$ cat src/rtl/mc_ctrl_pkg.sv
// mc_ctrl_pkg -- shared definitions for the multi-cycle control unit.
//   state_e  : FSM state encoding, also visible on the debug state port
//   kind_e   : instruction class remembered from EXEC for MEM/WB
//   OP_*     : RV32 base opcodes the controller accepts
//   ALU_*    : alu_ctrl encodings, shared by mc_alu_dec and mc_ctrl
//   RES_*    : result_src encodings selected in WB
package mc_ctrl_pkg;

   typedef enum logic [2:0] {
      S_FETCH  = 3'd0,
      S_DECODE = 3'd1,
      S_EXEC   = 3'd2,
      S_MEM    = 3'd3,
      S_WB     = 3'd4,
      S_TRAP   = 3'd5
   } state_e;

   typedef enum logic [1:0] {
      K_ALU   = 2'd0,
      K_LOAD  = 2'd1,
      K_STORE = 2'd2,
      K_JAL   = 2'd3
   } kind_e;

   localparam logic [6:0] OP_R      = 7'b0110011;
   localparam logic [6:0] OP_IALU   = 7'b0010011;
   localparam logic [6:0] OP_LOAD   = 7'b0000011;
   localparam logic [6:0] OP_STORE  = 7'b0100011;
   localparam logic [6:0] OP_BRANCH = 7'b1100011;
   localparam logic [6:0] OP_JAL    = 7'b1101111;
   localparam logic [6:0] OP_LUI    = 7'b0110111;

   localparam logic [2:0] ALU_ADD = 3'b000;
   localparam logic [2:0] ALU_SUB = 3'b001;
   localparam logic [2:0] ALU_AND = 3'b010;
   localparam logic [2:0] ALU_OR  = 3'b011;
   localparam logic [2:0] ALU_XOR = 3'b100;
   localparam logic [2:0] ALU_SLT = 3'b101;
   localparam logic [2:0] ALU_SLL = 3'b110;
   localparam logic [2:0] ALU_SRL = 3'b111;

   localparam logic [1:0] RES_ALU = 2'b00;
   localparam logic [1:0] RES_MEM = 2'b01;
   localparam logic [1:0] RES_PC4 = 2'b10;

   function automatic logic is_legal_op(input logic [6:0] op);
      return (op == OP_R) || (op == OP_IALU) || (op == OP_LOAD) ||
             (op == OP_STORE) || (op == OP_BRANCH) || (op == OP_JAL) ||
             (op == OP_LUI);
   endfunction

endpackage

$ cat src/rtl/mc_alu_dec.sv
// mc_alu_dec -- combinational funct decode for the control unit.
//   opcode   in  : instr[6:0]
//   funct3   in  : instr[14:12]
//   funct7b5 in  : instr[30]
//   alu_ctrl out : ALU operation (ALU_* encodings)
//   bad      out : funct combination (or opcode) the datapath cannot execute
module mc_alu_dec
   import mc_ctrl_pkg::*;
(
   input  logic [6:0] opcode,
   input  logic [2:0] funct3,
   input  logic       funct7b5,
   output logic [2:0] alu_ctrl,
   output logic       bad
);

   always_comb begin
      alu_ctrl = ALU_ADD;
      bad      = 1'b0;
      case (opcode)
         OP_R: begin
            case ({funct7b5, funct3})
               4'b0_000: alu_ctrl = ALU_ADD;
               4'b1_000: alu_ctrl = ALU_SUB;
               4'b0_111: alu_ctrl = ALU_AND;
               4'b0_110: alu_ctrl = ALU_OR;
               4'b0_100: alu_ctrl = ALU_XOR;
               4'b0_010: alu_ctrl = ALU_SLT;
               4'b0_001: alu_ctrl = ALU_SLL;
               4'b0_101: alu_ctrl = ALU_SRL;
               default:  bad      = 1'b1;
            endcase
         end
         OP_IALU: begin
            // funct7b5 is immediate data except for shifts, where it selects
            // the arithmetic variants that the ALU does not implement.
            case (funct3)
               3'b000: alu_ctrl = ALU_ADD;
               3'b111: alu_ctrl = ALU_AND;
               3'b110: alu_ctrl = ALU_OR;
               3'b100: alu_ctrl = ALU_XOR;
               3'b010: alu_ctrl = ALU_SLT;
               3'b001: begin
                  alu_ctrl = ALU_SLL;
                  bad      = funct7b5;
               end
               3'b101: begin
                  alu_ctrl = ALU_SRL;
                  bad      = funct7b5;
               end
               default: bad = 1'b1;
            endcase
         end
         OP_BRANCH: begin
            // Only beq/bne are supported; compare is done by subtraction.
            alu_ctrl = ALU_SUB;
            bad      = (funct3[2:1] != 2'b00);
         end
         OP_LOAD, OP_STORE, OP_LUI, OP_JAL: alu_ctrl = ALU_ADD;
         default: bad = 1'b1;
      endcase
   end

endmodule

$ cat src/rtl/mc_ctrl.sv
// mc_ctrl -- multi-cycle RV32 subset control FSM
// (FETCH -> DECODE -> EXEC -> [MEM] -> [WB], absorbing TRAP).
//   clk, rst_n      : clock, asynchronous active-low reset
//   instr           : instruction register, looked at in DECODE and EXEC
//   zero            : ALU zero flag for beq/bne in EXEC
//   mem_ready       : memory access completes this cycle
//   pc_en, ir_en, ALUsrc, alu_ctrl, reg_write, mem_read, mem_write,
//   result_src, pc_src : datapath controls
//   illegal         : high while in TRAP
//   state           : debug view of the FSM state
//   retired         : completed-instruction counter, only present when the
//                     macro MC_CTRL_PERF_EN is defined
module mc_ctrl
   import mc_ctrl_pkg::*;
#(
   parameter int DATA_WIDTH = 32
) (
   input  logic        clk,
   input  logic        rst_n,
   input  logic [31:0] instr,
   input  logic        zero,
   input  logic        mem_ready,
   output logic        pc_en,
   output logic        ir_en,
   output logic        ALUsrc,
   output logic [2:0]  alu_ctrl,
   output logic        reg_write,
   output logic        mem_read,
   output logic        mem_write,
   output logic [1:0]  result_src,
   output logic        pc_src,
   output logic        illegal,
   output logic [2:0]  state
`ifdef MC_CTRL_PERF_EN
   ,
   output logic [DATA_WIDTH-1:0] retired
`endif
);

   state_e     state_q, state_d;
   kind_e      kind_q, kind_d;
   logic       retire;
   logic [6:0] opcode;
   logic [2:0] dec_alu;
   logic       dec_bad;
   logic       unused_bits;

   assign opcode = instr[6:0];
   assign state  = state_q;

   mc_alu_dec u_alu_dec (
      .opcode   (opcode),
      .funct3   (instr[14:12]),
      .funct7b5 (instr[30]),
      .alu_ctrl (dec_alu),
      .bad      (dec_bad)
   );

   always_ff @(posedge clk or negedge rst_n) begin
      if (!rst_n) begin
         state_q <= S_FETCH;
         kind_q  <= K_ALU;
      end else begin
         state_q <= state_d;
         kind_q  <= kind_d;
      end
   end

   always_comb begin
      state_d    = state_q;
      kind_d     = kind_q;
      retire     = 1'b0;
      pc_en      = 1'b0;
      ir_en      = 1'b0;
      ALUsrc     = 1'b0;
      alu_ctrl   = ALU_ADD;
      reg_write  = 1'b0;
      mem_read   = 1'b0;
      mem_write  = 1'b0;
      result_src = RES_ALU;
      pc_src     = 1'b0;
      illegal    = 1'b0;

      case (state_q)
         S_FETCH: begin
            mem_read = 1'b1;
            if (mem_ready) begin
               ir_en   = 1'b1;
               pc_en   = 1'b1;
               state_d = S_DECODE;
            end
         end
         S_DECODE: begin
            state_d = is_legal_op(opcode) ? S_EXEC : S_TRAP;
         end
         S_EXEC: begin
            // An unsupported funct leaves every control low on the way to TRAP.
            if (dec_bad) begin
               state_d = S_TRAP;
            end else begin
               alu_ctrl = dec_alu;
               case (opcode)
                  OP_R: begin
                     kind_d  = K_ALU;
                     state_d = S_WB;
                  end
                  OP_IALU, OP_LUI: begin
                     ALUsrc  = 1'b1;
                     kind_d  = K_ALU;
                     state_d = S_WB;
                  end
                  OP_LOAD: begin
                     ALUsrc  = 1'b1;
                     kind_d  = K_LOAD;
                     state_d = S_MEM;
                  end
                  OP_STORE: begin
                     ALUsrc  = 1'b1;
                     kind_d  = K_STORE;
                     state_d = S_MEM;
                  end
                  OP_BRANCH: begin
                     // funct3[0] separates bne from beq.
                     pc_en   = instr[12] ? !zero : zero;
                     pc_src  = pc_en;
                     retire  = 1'b1;
                     state_d = S_FETCH;
                  end
                  OP_JAL: begin
                     pc_en   = 1'b1;
                     pc_src  = 1'b1;
                     kind_d  = K_JAL;
                     state_d = S_WB;
                  end
                  default: state_d = S_TRAP;
               endcase
            end
         end
         S_MEM: begin
            if (kind_q == K_LOAD) mem_read  = 1'b1;
            else                  mem_write = 1'b1;
            if (mem_ready) begin
               retire  = (kind_q != K_LOAD);
               state_d = (kind_q == K_LOAD) ? S_WB : S_FETCH;
            end
         end
         S_WB: begin
            reg_write = 1'b1;
            case (kind_q)
               K_LOAD:  result_src = RES_MEM;
               K_JAL:   result_src = RES_PC4;
               default: result_src = RES_ALU;
            endcase
            retire  = 1'b1;
            state_d = S_FETCH;
         end
         S_TRAP: begin
            illegal = 1'b1;
         end
         default: state_d = S_FETCH;
      endcase

      // Outputs drop the moment reset asserts, not at the next edge.
      if (!rst_n) begin
         pc_en      = 1'b0;
         ir_en      = 1'b0;
         ALUsrc     = 1'b0;
         alu_ctrl   = ALU_ADD;
         reg_write  = 1'b0;
         mem_read   = 1'b0;
         mem_write  = 1'b0;
         result_src = RES_ALU;
         pc_src     = 1'b0;
         illegal    = 1'b0;
      end
   end

`ifdef MC_CTRL_PERF_EN
   logic [DATA_WIDTH-1:0] retired_q, retired_d;

   always_comb begin
      retired_d = retired_q;
      if (retire) retired_d = retired_q + {{(DATA_WIDTH-1){1'b0}}, 1'b1};
   end

   always_ff @(posedge clk or negedge rst_n) begin
      if (!rst_n) retired_q <= '0;
      else        retired_q <= retired_d;
   end

   assign retired     = retired_q;
   // Instruction fields irrelevant to control decode.
   assign unused_bits = ^{instr[31], instr[29:15], instr[11:7]};
`else
   // Instruction fields irrelevant to control decode; the retire strobe and
   // width parameter only matter when the counter is built.
   assign unused_bits = ^{instr[31], instr[29:15], instr[11:7], retire, DATA_WIDTH[0]};
`endif

endmodule

$ cat config.mk
export PLATFORM = sky130hd
export DESIGN_NAME = mc_ctrl
export DESIGN_NICKNAME = d
export VERILOG_FILES = /design/src/rtl/mc_ctrl_pkg.sv /design/src/rtl/mc_alu_dec.sv /design/src/rtl/mc_ctrl.sv
export SDC_FILE = /design/constraint.sdc
export NUM_CORES = 1
export LEC_CHECK = 0
export BUFFER_PORTS_ARGS = -buffer_cell sky130_fd_sc_hd__buf_2
export CAP_MARGIN = 5
export CORE_MARGIN = 10
export CORE_UTILIZATION = 37
export DETAILED_ROUTE_END_ITERATION = 8
export HOLD_SLACK_MARGIN = 0.1
export PLACE_DENSITY = 0.75
export REMOVE_ABC_BUFFERS = 1
export SYNTH_ARGS = -nofsm -noshare
export SYNTH_HDL_FRONTEND = slang
export SYNTH_SLANG_ARGS = --single-unit
$ cat constraint.sdc
create_clock -name clk -period 1.3 [get_ports clk]
set_input_delay 0.13 -clock clk [delete_from_list [all_inputs] [get_ports clk]]
set_output_delay 0.13 -clock clk [all_outputs]
set_load 0.005 [all_outputs]
Word-level counts from Yosys, hierarchy flattened
Index checks and enable logic that the tools add are counted.
{ "totals": {"ff_bits": 5, "out_inout_bits": 16, "wordCells": 99} }
{ "op_classes": {"n_eq_ne": 29, "n_mux": 44, "bitwise": 2, "n_reduce_logical": 22} }
{ "ops": {"columns": ["operator", "count"], "rows": [
  ["$mux W3", 8],
  ["$mux W1", 22],
  ["$eq A7 B6 Y1 const B", 3],
  ["$pmux W3 S7", 1],
  ["$eq A3 B3 Y1 const B", 6],
  ["$pmux W3 S3", 2],
  ["$pmux W3 S6", 1],
  ["$eq A4 B3 Y1 const B", 4],
  ["$pmux W3 S5", 1],
  ["$eq A7 B7 Y1 const B", 2],
  ["$reduce_or A4 Y1", 3],
  ["$eq A3 B2 Y1 const B", 3],
  ["$pmux W1 S2", 4],
  ["$pmux W2 S4", 1],
  ["$reduce_or A8 Y1", 1],
  ["$eq A7 B2 Y1 const B", 1],
  ["$eq A7 B5 Y1 const B", 1],
  ["$eq A3 B1 Y1 const B", 2],
  ["$logic_not A3 Y1", 2],
  ["$logic_or A1 B1 Y1", 6],
  ["$reduce_and A3 Y1", 2],
  ["$reduce_or A5 Y1", 1],
  ["$eq A4 B1 Y1 const B", 1],
  ["$eq A4 B2 Y1 const B", 1],
  ["14 further kinds", 18]
]} }

Logic depth before layout (Yosys ltp)
Gate-level depths: netlist (run 1).
{ "depth": {"depth_word": 9, "depth_mapped": 6, "mapped_depth_nobuf": 5} }

By module
From an unflattened synthesis (run 1), not the netlist that was laid out.
{ "unflattened": {"hier_cells": 125, "area_unflattened_um2": 865.8} }
{ "by_module_without_submodules": {"columns": ["mod", "instances", "cells_per_inst", "area_per_inst_um2", "seq_area_each_um2"], "rows": [
  ["mc_ctrl", 1, 92, 661.9, 125.1],
  ["mc_alu_dec", 1, 33, 203.9, 0.0]
]} }

Worst setup path after synthesis (run 1)
OpenSTA, ideal clock, no wires.
{ "synth_timing": {"path_kind": "register to register", "from": "reg state_q[0] (netlist: state[0])", "to": "reg kind_q[0]", "t_arrival_ns": 1.310, "slack_ns": -0.131, "path_stages_with_launch": 6, "path_buffers": 0, "synth_period_minus_slack_ns": 1.431, "cell_sequence": "dfrtp_1 > and2b_1 > o31ai_1 > a31oi_1 > nand4_1 > o22a_1"} }
{ "synth_via": {"elab_chain_cells": 2} }
{ "synth_rtl": {"columns": ["item", "line_no", "rtl"], "rows": [
  ["start, declared", "mc_ctrl.sv:40", "state_e state_q, state_d;"],
  ["start signal, assigned", "mc_ctrl.sv:64", "state_q <= state_d;"],
  ["$eq A3 B2 Y1", "mc_ctrl.sv:84", "case (state_q)"],
  ["$reduce_and A3 Y1 (no line)", null, null],
  ["end signal, assigned", "mc_ctrl.sv:65", "kind_q <= kind_d;"],
  ["end, declared", "mc_ctrl.sv:41", "kind_e kind_q, kind_d;"]
]} }
No other way between the ends.
A chain may end at the register's enable or synchronous reset.

Final worst setup path (run 1)
{ "layout_timing": {"from": "reg state_q[0] (netlist: state[0])", "to": "out alu_ctrl[2]"} }
{ "layout_via": {"elab_chain_cells": 3} }
{ "layout_rtl": {"columns": ["item", "line_no", "rtl"], "rows": [
  ["$eq A3 B2 Y1", "mc_ctrl.sv:84", null],
  ["$mux W3", "mc_ctrl.sv:84", null],
  ["$mux W3", "mc_ctrl.sv:164", "if (!rst_n) begin"],
  ["end, declared", "mc_ctrl.sv:26", "output logic [2:0] alu_ctrl,"]
]} }
No other way between the ends.

==> results by stage, run 1 <==
Outcome:
- The run finished, with violations left.
- The final reports fail on setup timing.

Worst setup path:
- Setup slack on the worst reg-to-reg path comes out at -0.20 ns.
- The category of the critical setup timing path is reg -> out.
- The data required time of the worst path is roughly 1.2 ns.
- The category of the worst setup path capture point is an output pin.
- Counting cells, the worst reg-to-reg path comes to 6.
- The worst reg2reg path startpoint is state[0].
- In this run the worst setup path begins at state[0].
- The largest single stage delay on the critical path is ~0.38 ns.
- STA puts the critical path data arrival time at 1.49 ns.
- The category of the worst setup path launch point is a register.
- The maximum net fanout on the critical path is 6.
- The master of the slowest instance on the critical path is sky130_fd_sc_hd__dfrtp_1.
- The capture instance of the worst register-to-register path is kind_q[1].
- Traced cell by cell, the critical path runs through and2b_2 -> nand4_4 -> nor4b_2 -> buf_2.
- The end point of the critical path is alu_ctrl[2].

GRT:
- The number of antenna violations at the first check in global routing was 0.
- Global routing used 14.69% of the available tracks across all layers.
- Entering global routing, the biggest net connects 10 pins.
- The wire length of the first global-routing pass is 5195 microns.
- Summed over all layers, the global routing overflow is 0.
- The number of global-route vias before repair is 1,218.

Finish:
- The summed area of non-filler cells in the final layout is approximately 1500 sq um.
- 0 antenna diodes ended up in the layout.
- The net count reported at finish is roughly 210.
- The number of filler cells placed in the layout is 145.
- In the final layout, the multi-input gates occupy 703.2 sq um.
- The area added between synthesis and finish is 95.43%.
- The area of all sequential standard cells is 125.1 sq um.
- The post-route netlist has 62.71% of its cells at a drive strength greater than 1.

Synthesis:
- In the synthesized netlist, the cells that appear most often are sky130_fd_sc_hd__nor2_1 (11), sky130_fd_sc_hd__nand2_1 (9).
- In the synthesized netlist the dominant register cell turns out to be sky130_fd_sc_hd__dfrtp_1.
- The share of the synthesized area in the top cell type is 16.34%.
- The most common cell in the synthesized netlist is sky130_fd_sc_hd__nor2_1.
- Counting flops and latches in the post-synthesis netlist gives 5.
- The cell type contributing the most total cell area after synthesis is sky130_fd_sc_hd__dfrtp_1.
- The share of flip-flops with an asynchronous set or reset after synthesis is 100.0%.
- Summing every instance area after synthesis gives between 700 and 800 sq um.
- By area the synthesized netlist is led by sky130_fd_sc_hd__dfrtp_1 (16%), sky130_fd_sc_hd__nor2_1 (5.4%), sky130_fd_sc_hd__nand2_1 (4.4%), sky130_fd_sc_hd__and3_1 (4.1%), sky130_fd_sc_hd__nor4b_2 (3.9%).
- The proportion of synthesized chip area in sequential cells is between 15 and 20%.
- Synthesis produced 100 cells.
- During synthesis, Yosys emitted a total of 0 warnings.
- The number of synthesized flops with an enable pin is 0.
- A synthesized cell averages 7.657 sq um.
- After synthesis, the netlist uses between 40 and 50 different library cells.

Drt:
- The total routed wirelength is 3341 microns.
- The via count normalized by instance count is 5.319.
- In the routed design, unresolved DRC markers number 0.
- In this run the remaining antenna-violating nets after routing total 0.
- The DRC marker count from the first detailed-route iteration is 47.
- The average routed wire per standard cell is 16.38 microns.
- The total via count in the routed design is between 1,000 and 1,500.
- Before antenna repair, the detailed router went through 4 iterations.

Timing:
- Across all setup checks in the final design, the least slack found is -0.3240 ns.
- Setup repair after global routing could not meet its margin everywhere.
- The peak clock frequency supported by timing is approximately 620 MHz.
- For the final database, setup skew stands at 0.003722 ns.
- Hold timing on the final database bottoms out at a slack of 0.3193 ns.
- Summed over all failing endpoints, the final setup total negative slack is -3.866 ns.
- The number of slew-limit violations in the final report was 0.
- The portion of the clock cycle consumed by the worst path in the final layout is 124.9%.
- The time the final worst path needs with I/O delays and setup is 1.624 ns.
- The worst relative slew slack is 80.11%.
- Setup violations remaining at the end of the flow were counted as 18.
- The transition time of the tightest slew-check pin is between 0.2 and 0.3 ns.
- The final number of hold-violating endpoints came to 0.

Floorplanning:
- The die span in y is 65.49 microns.
- For this design the top-level I/O count stands at 52.
- The floorplan die width is 65.49 microns.
- The initialized floorplan defines 16 standard-cell rows.
- For this configuration, the core starts out at a cell density of 39.03%.
- The placeable core region is 1962 sq um.
- The floorplan step defined a die boundary enclosing between 4000 and 5000 sq um.

Pwr:
- In this run the static leakage power is 0.7109 nW.
- The total power density per cell area is 937.5 nW/um^2.
- The largest voltage drop on the vdd net is about 0.00067 V.

Clock network:
- Clock tree synthesis selected as its root buffer the cell sky130_fd_sc_hd__clkbuf_4.
- After clock tree synthesis, the clock-pin slew on the worst setup and hold paths is around 0.040 ns.
- Counting every sink on the clock net gives 5.
- The number of buffers created by CTS is 3.
- TritonCTS built the clock tree.
- The latest clock arrival within the worst-skew pair is 0.25 ns.
- The buffer levels on the longest clock path is 2.
- The H-tree depth is 1.

Min path:
- The number of cells traversed by the worst hold path is 4.
- The start point of the worst min-delay path is mem_ready.
- The worst hold path belongs to the class in -> reg.

Place:
- Port buffering added 30 buffers.
- The congestion estimate from routability-driven global placement came to 0.8883.
- The detailed placement HPWL is 2297 microns.
- The post-place setup slack is -0.3581 ns.
- The cell area after placement is 1149 sq um.

Run:
- Max-cap violations in this run came to 0.
## stage by stage
step / power [mW] / util, % / instances
floorplan: 0.4493 / - / 95
global placement: 0.7097 / 58.55 / 183
detailed placement: 0.7342 / 58.55 / 183
CTS: 1.192 / 69.71 / 198
global route: 1.472 / 76.28 / 204
finish: 1.403 / 76.28 / 204
## registers in the layout (all words and copies together) (netlist names)
register and flops:
kind_q 2, state 3
## per-layer routing
| metal | vias up | GRT usage, % | wire, microns |
|---|---|---|---|
| met1 | 511 | 13.81 | 1335 |
| met5 | - | 0 | 0 |
| met2 | 37 | 28.05 | 1795 |
| met3 | 4 | 3.559 | 173 |
| met4 | 0 | 8.556 | 37 |
| li1 | 533 | - | - |
## worst max-delay path: cells and delay by family, from the launching register on
| family | cells | cell delay, ns |
|---|---|---|
| buf+inv | 1 | 0.16 |
| flops | 1 | 0.38 |
| simple gates | 3 | 0.72 |
## layout make-up
| class | count | area share, % |
|---|---|---|
| Sequential cell | 5 | 8.361 |
| Multi-Input combinational cell | 86 | 46.99 |
| Tap cell | 27 | 2.258 |
| Clock buffer | 4 | 1.756 |
| Timing Repair Buffer | 78 | 39.46 |
| Inverter | 4 | 1.171 |
## placed cells by master, fill, tap and decap left out, types with 2 or more instances in the layout
master / synthesis / routed
sky130_fd_sc_hd__nand3b_1: 3 / 3
sky130_fd_sc_hd__buf_6: 1 / 16
sky130_fd_sc_hd__nand2_1: 9 / 8
sky130_fd_sc_hd__dfrtp_1: 5 / 5
sky130_fd_sc_hd__nand2b_1: 3 / 2
sky130_fd_sc_hd__a211o_1: 2 / 2
sky130_fd_sc_hd__a31oi_1: 4 / 3
sky130_fd_sc_hd__nor2_2: 0 / 2
sky130_fd_sc_hd__nor3_1: 5 / 3
sky130_fd_sc_hd__o22a_1: 2 / 2
sky130_fd_sc_hd__o211ai_1: 3 / 3
sky130_fd_sc_hd__nor3_2: 1 / 3
sky130_fd_sc_hd__nand3_1: 2 / 2
sky130_fd_sc_hd__nor2b_1: 3 / 2
sky130_fd_sc_hd__nor2_1: 11 / 7
sky130_fd_sc_hd__nor4b_2: 2 / 2
sky130_fd_sc_hd__mux2i_1: 2 / 2
sky130_fd_sc_hd__o21ai_0: 2 / 2
sky130_fd_sc_hd__buf_2: 3 / 23
sky130_fd_sc_hd__nor2_4: 1 / 3
sky130_fd_sc_hd__a21oi_1: 5 / 5
sky130_fd_sc_hd__and3_4: 0 / 4
sky130_fd_sc_hd__clkbuf_4: 0 / 3
sky130_fd_sc_hd__buf_4: 1 / 38
sky130_fd_sc_hd__inv_1: 3 / 2
## power by group
| group | leakage [nW] | switching, mW | internal, mW | total, mW |
|---|---|---|---|---|
| Clock | 0.0150 | 0.0679 | 0.116 | 0.184 |
| Combinational | 0.633 | 0.426 | 0.584 | 1.01 |
| Sequential | 0.0634 | 0.0193 | 0.189 | 0.208 |
## kinds of logic after synthesis
family	Yosys count	synth area share, %
DFF	5	16.34
buffers and inverters	9	6.372
and+or+nand+nor	54	45.75
AOI/OAI and AO/OA	28	26.63
muxes	2	2.614
xor gates and xnor gates	2	2.288
## worst min path at each step
stage / slack (ns) / to
floorplan: -0.17 / kind_q[0]
global placement: 0.04 / state[1]
detailed placement: 0.05 / state[1]
CTS: 0.31 / state[1]
global route: 0.34 / state[1]
finish: 0.32 / state[1]
## timing repair
action,in CTS,in global routing
pin swaps,12,10
resized for setup,26,19
buffers inserted,10,7
endpoints found under the setup margin,17,18
hold endpoints to repair,5,0
hold buffers,1,0
No activity file was read; power rests on OpenSTA's default activity.
==> run 2: changes to the inputs <==
- MAX_ROUTING_LAYER: unset -> met4
==> results by stage, run 2 (synthesized netlist as in run 1, its figures left out) <==
Pwr:
- The internal power of the cells is 0.6992 mW.
- The net switching fraction of the power is 37.89%.
- In this run, the combinational gates consume 65.4% of the power.
- The part of the power in registers is 18.5%.
- The power spent charging and discharging nets is around 0.43 mW.
- The largest voltage drop on the vdd net is ~0.00066 V.
- In this run the power density over the cells is 833.8 nW/um^2.
- The leakage power of the design is 0.6520 nW.
- The share of total power in the clock network is 16.1%.

Drt:
- In the routed design, unresolved DRC markers number 0.
- For this block, the via count after detailed routing is 1,034.
- Once detail routing completed, the nets flagged for antenna violations numbered 0.
- Dividing the detail-routed via count by the number of cells gives roughly 5.3.
- After detailed routing, the total wire length is 2799 microns.
- After the first detailed-routing iteration, the DRC count stood at 40.
- The average routed wire per standard cell is about 14 microns.
- The count of TritonRoute iterations in the first routing pass is 4.

Floorplanning:
- Once the floorplan was initialized, standard cells occupied 39.03% of the core.
- The placeable core region is slightly below 2000 sq um.
- The die span in y is 65.49 microns.
- The die footprint is 4289 sq um.
- In this run the core area contains 16 standard-cell rows.
- The die is 65.49 microns wide.
- The boundary pin count is 52.

Timing:
- The number of slew-limit violations in the final report is 0.
- The total of endpoints with negative setup slack in the final report is 17.
- Setup repair after global routing could not meet its margin everywhere.
- The time the final worst path needs with I/O delays and setup is 1.576 ns.
- The peak clock frequency supported by timing is 634.5 MHz.
- Once routing completed, OpenROAD measured the worst setup slack at -0.2761 ns.
- The worst pin sits at a relative slew slack of about four fifths.
- The clock tree skew after final layout is 0.002547 ns.
- The transition time of the tightest slew-check pin is 0.3191 ns.
- The worst path uses 121.2% of the clock period.
- The final number of hold-violating endpoints is 0.

Clock network:
- The clock sink count is 5.
- After clock tree synthesis, the clock-pin slew on the worst setup and hold paths is ~0.040 ns.
- The clock tree root buffer cell is sky130_fd_sc_hd__clkbuf_4.
- In this run the number of H-tree levels came out at 1.
- The clock tree from TritonCTS is done.
- Clock latency on the worst-skew pair, taken at its later pin, is 0.24 ns.
- The longest clock path from root to sink contains 2 buffers.
- Buffers inserted during clock tree synthesis total 3.

Run:
- The tool flagged a number of max-cap violations equal to 0.

Finish:
- After filler insertion, the fill cell instance count of the layout stands at between 150 and 200.
- The total inserted antenna cells is 0.
- Cells fill a little under 70% of the core in the end.
- The top cell types in the final layout, fill and taps aside, are sky130_fd_sc_hd__buf_4 (35), sky130_fd_sc_hd__buf_2 (25), sky130_fd_sc_hd__nor2_1 (8), sky130_fd_sc_hd__nand2_1 (8), sky130_fd_sc_hd__buf_6 (6).
- The fraction of layout instances using a drive strength above 1 is 57.49%.
- The library cell used most frequently in the layout, excluding fill and tap cells, is sky130_fd_sc_hd__buf_4.
- In the final design database the tool counted 204 nets.
- For this run, the number of standard cells in the final layout without fillers is 194.
- The register with the most flip-flops in the layout has 3 of them.
- From synthesis to final layout, the design area changed by 76.31%.

Place:
- During placement, the flow inserted port buffers numbering 30.
- The cell count after placement is 183.
- Prior to clock tree synthesis, the placed netlist has a worst setup slack of -0.3277 ns.
- Once detailed placement completed, the half-perimeter wirelength came to 2235 microns.
- The weighted congestion reported at the end of routability-driven placement is 0.8818.

GRT:
- The number of antenna violations at the first check in global routing came to 0.
- The maximum number of pins on one net before global-route repair is 10.
- The total overflow left after global routing is 0.
- The global router's overall resource usage is 13.14%.
- The number of global-route vias before repair came to 1,047.
- The wire length of the first global-routing pass is 4498 microns.

Worst setup path:
- The category of the critical setup timing path is reg -> out.
- The worst register-to-register path has a setup slack of -0.10 ns.
- The category of the worst setup path launch point is a register.
- The maximum net fanout on the critical path is 6.
- At the worst endpoint, the arrival time is 1.45 ns.
- The data required time of the worst path is 1.17 ns.
- The category of the worst setup path capture point is an output pin.

Min path:
- The worst hold-check path type is in -> reg.

Outcome:
- The run finished, with violations left.
- The checks that failed: setup timing.
[run 2: what timing repair did]
item                                    in CTS  in global routing
buffers inserted                             3                  3
gates cloned                                 0                  0
hold endpoints to repair                     5                  0
gates resized for setup                     15                 12
pin swaps                                   11                  5
hold buffers                                 1                  0
endpoints found under the setup margin      17                 17
[run 2: critical path, stage by stage (launching register included)]
cell and delay, ns:
sky130_fd_sc_hd__dfrtp_1 0.38, sky130_fd_sc_hd__and2b_2 0.27, sky130_fd_sc_hd__nand4_4 0.16, sky130_fd_sc_hd__a211oi_2 0.25, sky130_fd_sc_hd__buf_2 0.15
[run 2: stage by stage]
| stage | TNS (ns) | power (mW) | cell area (sq um) | hold slack (ns) |
|---|---|---|---|---|
| after CTS | -2.130 | 1.033 | 1261 | 0.3203 |
| after detailed placement | -2.297 | 0.7355 | 1149 | 0.04146 |
| after floorplan | -0.2620 | 0.4493 | 732.0 | -0.1656 |
| final | -2.507 | 1.126 | 1350 | 0.3277 |
| after global placement | -1.836 | 0.7154 | 1149 | 0.03791 |
| after global routing | -3.611 | 1.199 | 1350 | 0.3529 |
[run 2: worst paths after layout]
check | start | endpoint | depth (start not counted)
worst max-delay path | state[0] | alu_ctrl[0] | 4
worst min-delay path | instr[4] | kind_q[0] | 3
worst max register to register | state[0] | kind_q[0] | 5
worst min register to register | kind_q[0] | kind_q[0] | 1
max in group asynchronous | rst_n | state[2] | 3
min in group asynchronous | rst_n | state[1] | 3
[run 2: per-layer routing]
layer | GRT usage, % | routed length (microns) | up-vias
met5 | - | 0 | -
met4 | 6.952 | 31 | 0
met1 | 13.19 | 1173 | 494
met2 | 23.54 | 1478 | 29
met3 | 2.542 | 116 | 4
li1 | - | - | 507
[run 2: power groups by stage]
stage,registers (mW),logic [mW],clock network [mW]
CTS,0.208,0.643,0.182
detailed placement,0.206,0.529,0
floorplan,0.240,0.210,0
global placement,0.206,0.510,0
global route,0.213,0.802,0.185
finish,0.209,0.736,0.181
[run 2: area by class of cell]
cell class / count / area, sq um / area share, %
flip-flops and latches: 5 / 125.1 / 9.268
repair buffers: 68 / 485.5 / 35.96
clock buffers: 4 / 26.28 / 1.946
multi-input cells: 86 / 664.4 / 49.21
inverters: 4 / 15.01 / 1.112
well taps: 27 / 33.78 / 2.502
==> run 3: changes to the inputs <==
- CORE_UTILIZATION: 37 -> 44
- PLACE_DENSITY: 0.75 -> 0.84
- clock period: 1.3 -> 2 ns (I/O delays scaled with it)
==> results by stage, run 3 (synthesized netlist as in run 1, its figures left out) <==
Finish:
- The final non-filler cell total is about 150.
- Across the whole layout, storage elements account for 125.1 sq um.
- In the final design database the tool counted 167 nets.
- The fraction of layout instances using a drive strength above 1 is 32.31%.
- The number of filler cells placed in the layout is between 150 and 200.
- The number of antenna diodes in the final layout is 0.
- Summing all non-filler instances in the final layout gives an area of 939.7 sq um.
- Compared with the post-synthesis result, the final layout area differs by 22.71%.
- The register with the most flip-flops in the layout has 3 of them.
- The library cell used most frequently in the layout, excluding fill and tap cells, is sky130_fd_sc_hd__buf_2.
- The final design utilization is 55.63%.
- Summing all multi-input logic gate instances after layout gives 591.8 sq um.
- In the layout the commonest cells are sky130_fd_sc_hd__buf_2 (30), sky130_fd_sc_hd__nor2_1 (11), sky130_fd_sc_hd__nand2_1 (9).

Timing:
- The portion of the clock cycle consumed by the worst path in the final layout is 92.74%.
- The setup slack after layout is 0.1452 ns.
- Adding up every negative setup slack in the final design gives 0 ns.
- The worst pin sits at a relative slew slack of a little over two thirds.
- The number of slew-limit violations in the final report is 0.
- The total of endpoints with negative setup slack in the final report is 0.
- Hold timing on the final database bottoms out at a slack of 0.3342 ns.
- The final number of hold-violating endpoints is 0.
- Setup repair after global routing left no endpoint under its margin.
- The peak clock frequency supported by timing is 539.1 MHz.
- The time the final worst path needs with I/O delays and setup is 1.855 ns.
- On the final layout, the worst clock skew is 0.005246 ns.
- At the pin with the least slew margin, the transition time is 0.4478 ns.

Clock network:
- Once the clock tree was built, the setup fixing pass inserted 0 buffers.
- The CTS clock-pin slew for the worst setup and hold paths is approximately 0.050 ns.
- The clock tree root buffer cell is sky130_fd_sc_hd__clkbuf_4.
- The clock sink count is 5.
- The H-tree depth is 1.
- In this run, post-CTS repair resized a total of 0 instances.
- The clock passes through at most 2 buffers.
- The latest clock arrival within the worst-skew pair is 0.26 ns.
- TritonCTS built the clock tree.
- The number of buffers created by CTS is 3.

Place:
- The congestion estimate from routability-driven global placement came to 0.8888.
- Summed over all nets, the half-perimeter wirelength after detailed placement is roughly 1900 microns.
- The cell area after placement is 903.4 sq um.
- The cell count after placement is 142.
- Input and output buffers added on the ports amount to 30.
- Timing analysis after detailed placement gives a worst setup slack of 0.1727 ns.

Floorplanning:
- During I/O placement, the number of pins put on the boundary was 52.
- The placeable core region is 1689 sq um.
- In this run the core area contains 15 standard-cell rows.
- The die footprint is 3809 sq um.
- Once the floorplan was initialized, standard cells occupied 45.33% of the core.
- From left edge to right edge, the die measures 61.72 microns.
- In this run the vertical extent of the chip is between 60 and 70 microns.

Drt:
- The via count normalized by instance count is 5.939.
- The detail route stage leaves a number of antenna-violating nets equal to 0.
- The average routed wire per standard cell is roughly 16 microns.
- The detailed router placed 873 vias in this run.
- The count of unresolved DRC violations after routing is 0.
- The total routed wirelength is 2286 microns.
- For this run, the detailed router's first-pass iteration total came to 5.
- The detailed router finished its first iteration with 29 violations.

Worst setup path:
- Walking the worst path, the cells encountered are buf_2 -> nand3b_2 -> nor2_1 -> o21ai_1 -> nand4_4 -> nor4b_2 -> buf_2.
- The cell that appears most often on the critical path is sky130_fd_sc_hd__buf_2.
- The count of buffering cells on the critical path with inverters included is 2.
- The maximum net fanout on the critical path is 10.
- STA classifies the critical path startpoint as a primary input.
- The endpoint arrival time on the critical path is approximately 1.7 ns.
- The largest delay contributor family on the critical path is simple AND/OR/NAND/NOR gates.
- At the worst endpoint, the required time is 1.80 ns.
- The master of the slowest instance on the critical path is sky130_fd_sc_hd__o21ai_1.
- The startpoint identified for the worst register-to-register timing path is state[0].
- The launch point of the worst path is instr[4].
- The worst setup path is captured at an output pin.
- The category of the critical setup timing path is in -> out.
- For this run, the slowest stage of the critical path takes a little over 0.3 ns.

Pwr:
- The power spent charging and discharging nets is 0.2228 mW.
- The internal power of the cells is 0.3052 mW.
- In this run switching power makes up about 42% of total power.
- The total power of the final layout is 0.5280 mW.
- The total power density per cell area is 562.0 nW/um^2.
- The share of total power in the clock network is between 20% and 30%.
- Combinational cells account for between 40% and 50% of the total power.
- Sequential cells account for 30.6% of the total power.
- The analysis attributes to cell leakage a power of 0.4483 nW.
- The largest voltage drop on the vdd net is about 0.00016 V.

GRT:
- The global-route layer with the greatest usage is met2.
- The maximum number of pins on one net before global-route repair is 11.
- The first global-routing pass estimated 3719 microns of wire.
- The number of antenna violations at the first check in global routing is 0.
- The number of global-route vias before repair is just under 900.
- In the global route stage, overall resource usage came out at 13.08%.
- For this run, global-route usage on met2 was measured as between 20% and 30%.
- The overflow left after global routing is 0.
- Global routing used roughly 2.6% of the available met3 tracks.
- For met1 alone, demand over resource in global routing was 13.52%.

Min path:
- The min-delay analysis places its worst path in the category in -> reg.
- The start point of the worst min-delay path is instr[0].

Run:
- The count of maximum capacitance violations is 0.

Outcome:
- The run finished with clean final reports.
-- run 3: per-layer routing --
metal	routed length (microns)	share of wire [%]
met1	888	39
met2	1145	50
met3	177	7.7
met4	74	3.2
met5	0	0
-- run 3: what timing repair did --
item	CTS	global route
setup endpoints to repair	0	0
hold buffers	1	0
endpoints found under the hold margin	5	0
-- run 3: power groups by stage --
stage               combinational [mW]  clock (mW)  sequential (mW)
CTS                              0.240       0.123            0.162
global route                     0.268       0.134            0.165
global placement                 0.228           0            0.160
finish                           0.238       0.128            0.162
detailed placement               0.236           0            0.163
floorplan                        0.136           0            0.156
-- run 3: worst register-to-register path, cell delays in order, from the launching register on --
cell and delay (ns):
sky130_fd_sc_hd__dfrtp_1 0.42, sky130_fd_sc_hd__and2b_1 0.33, sky130_fd_sc_hd__o31ai_1 0.10, sky130_fd_sc_hd__a31oi_1 0.27, sky130_fd_sc_hd__nand4_1 0.16, sky130_fd_sc_hd__o22a_1 0.22
-- run 3: path summary, 6_finish.rpt --
kind                       cells after the start     endpoint  slack (ns)
max                                            7  alu_ctrl[2]        0.15
min                                            3     state[0]        0.33
max reg2reg                                    5    kind_q[1]        0.37
min reg2reg                                    1    kind_q[0]        0.53
max in group asynchronous                      2     state[1]        1.41
min in group asynchronous                      2     state[0]        0.38
-- run 3: area by class of cell --
type	count	share of cell area, %
clock buffers	4	2.796
inverters	4	1.598
multi-input cells	86	62.98
flip-flops and latches	5	13.32
well taps	17	2.264
repair buffers	31	17.04
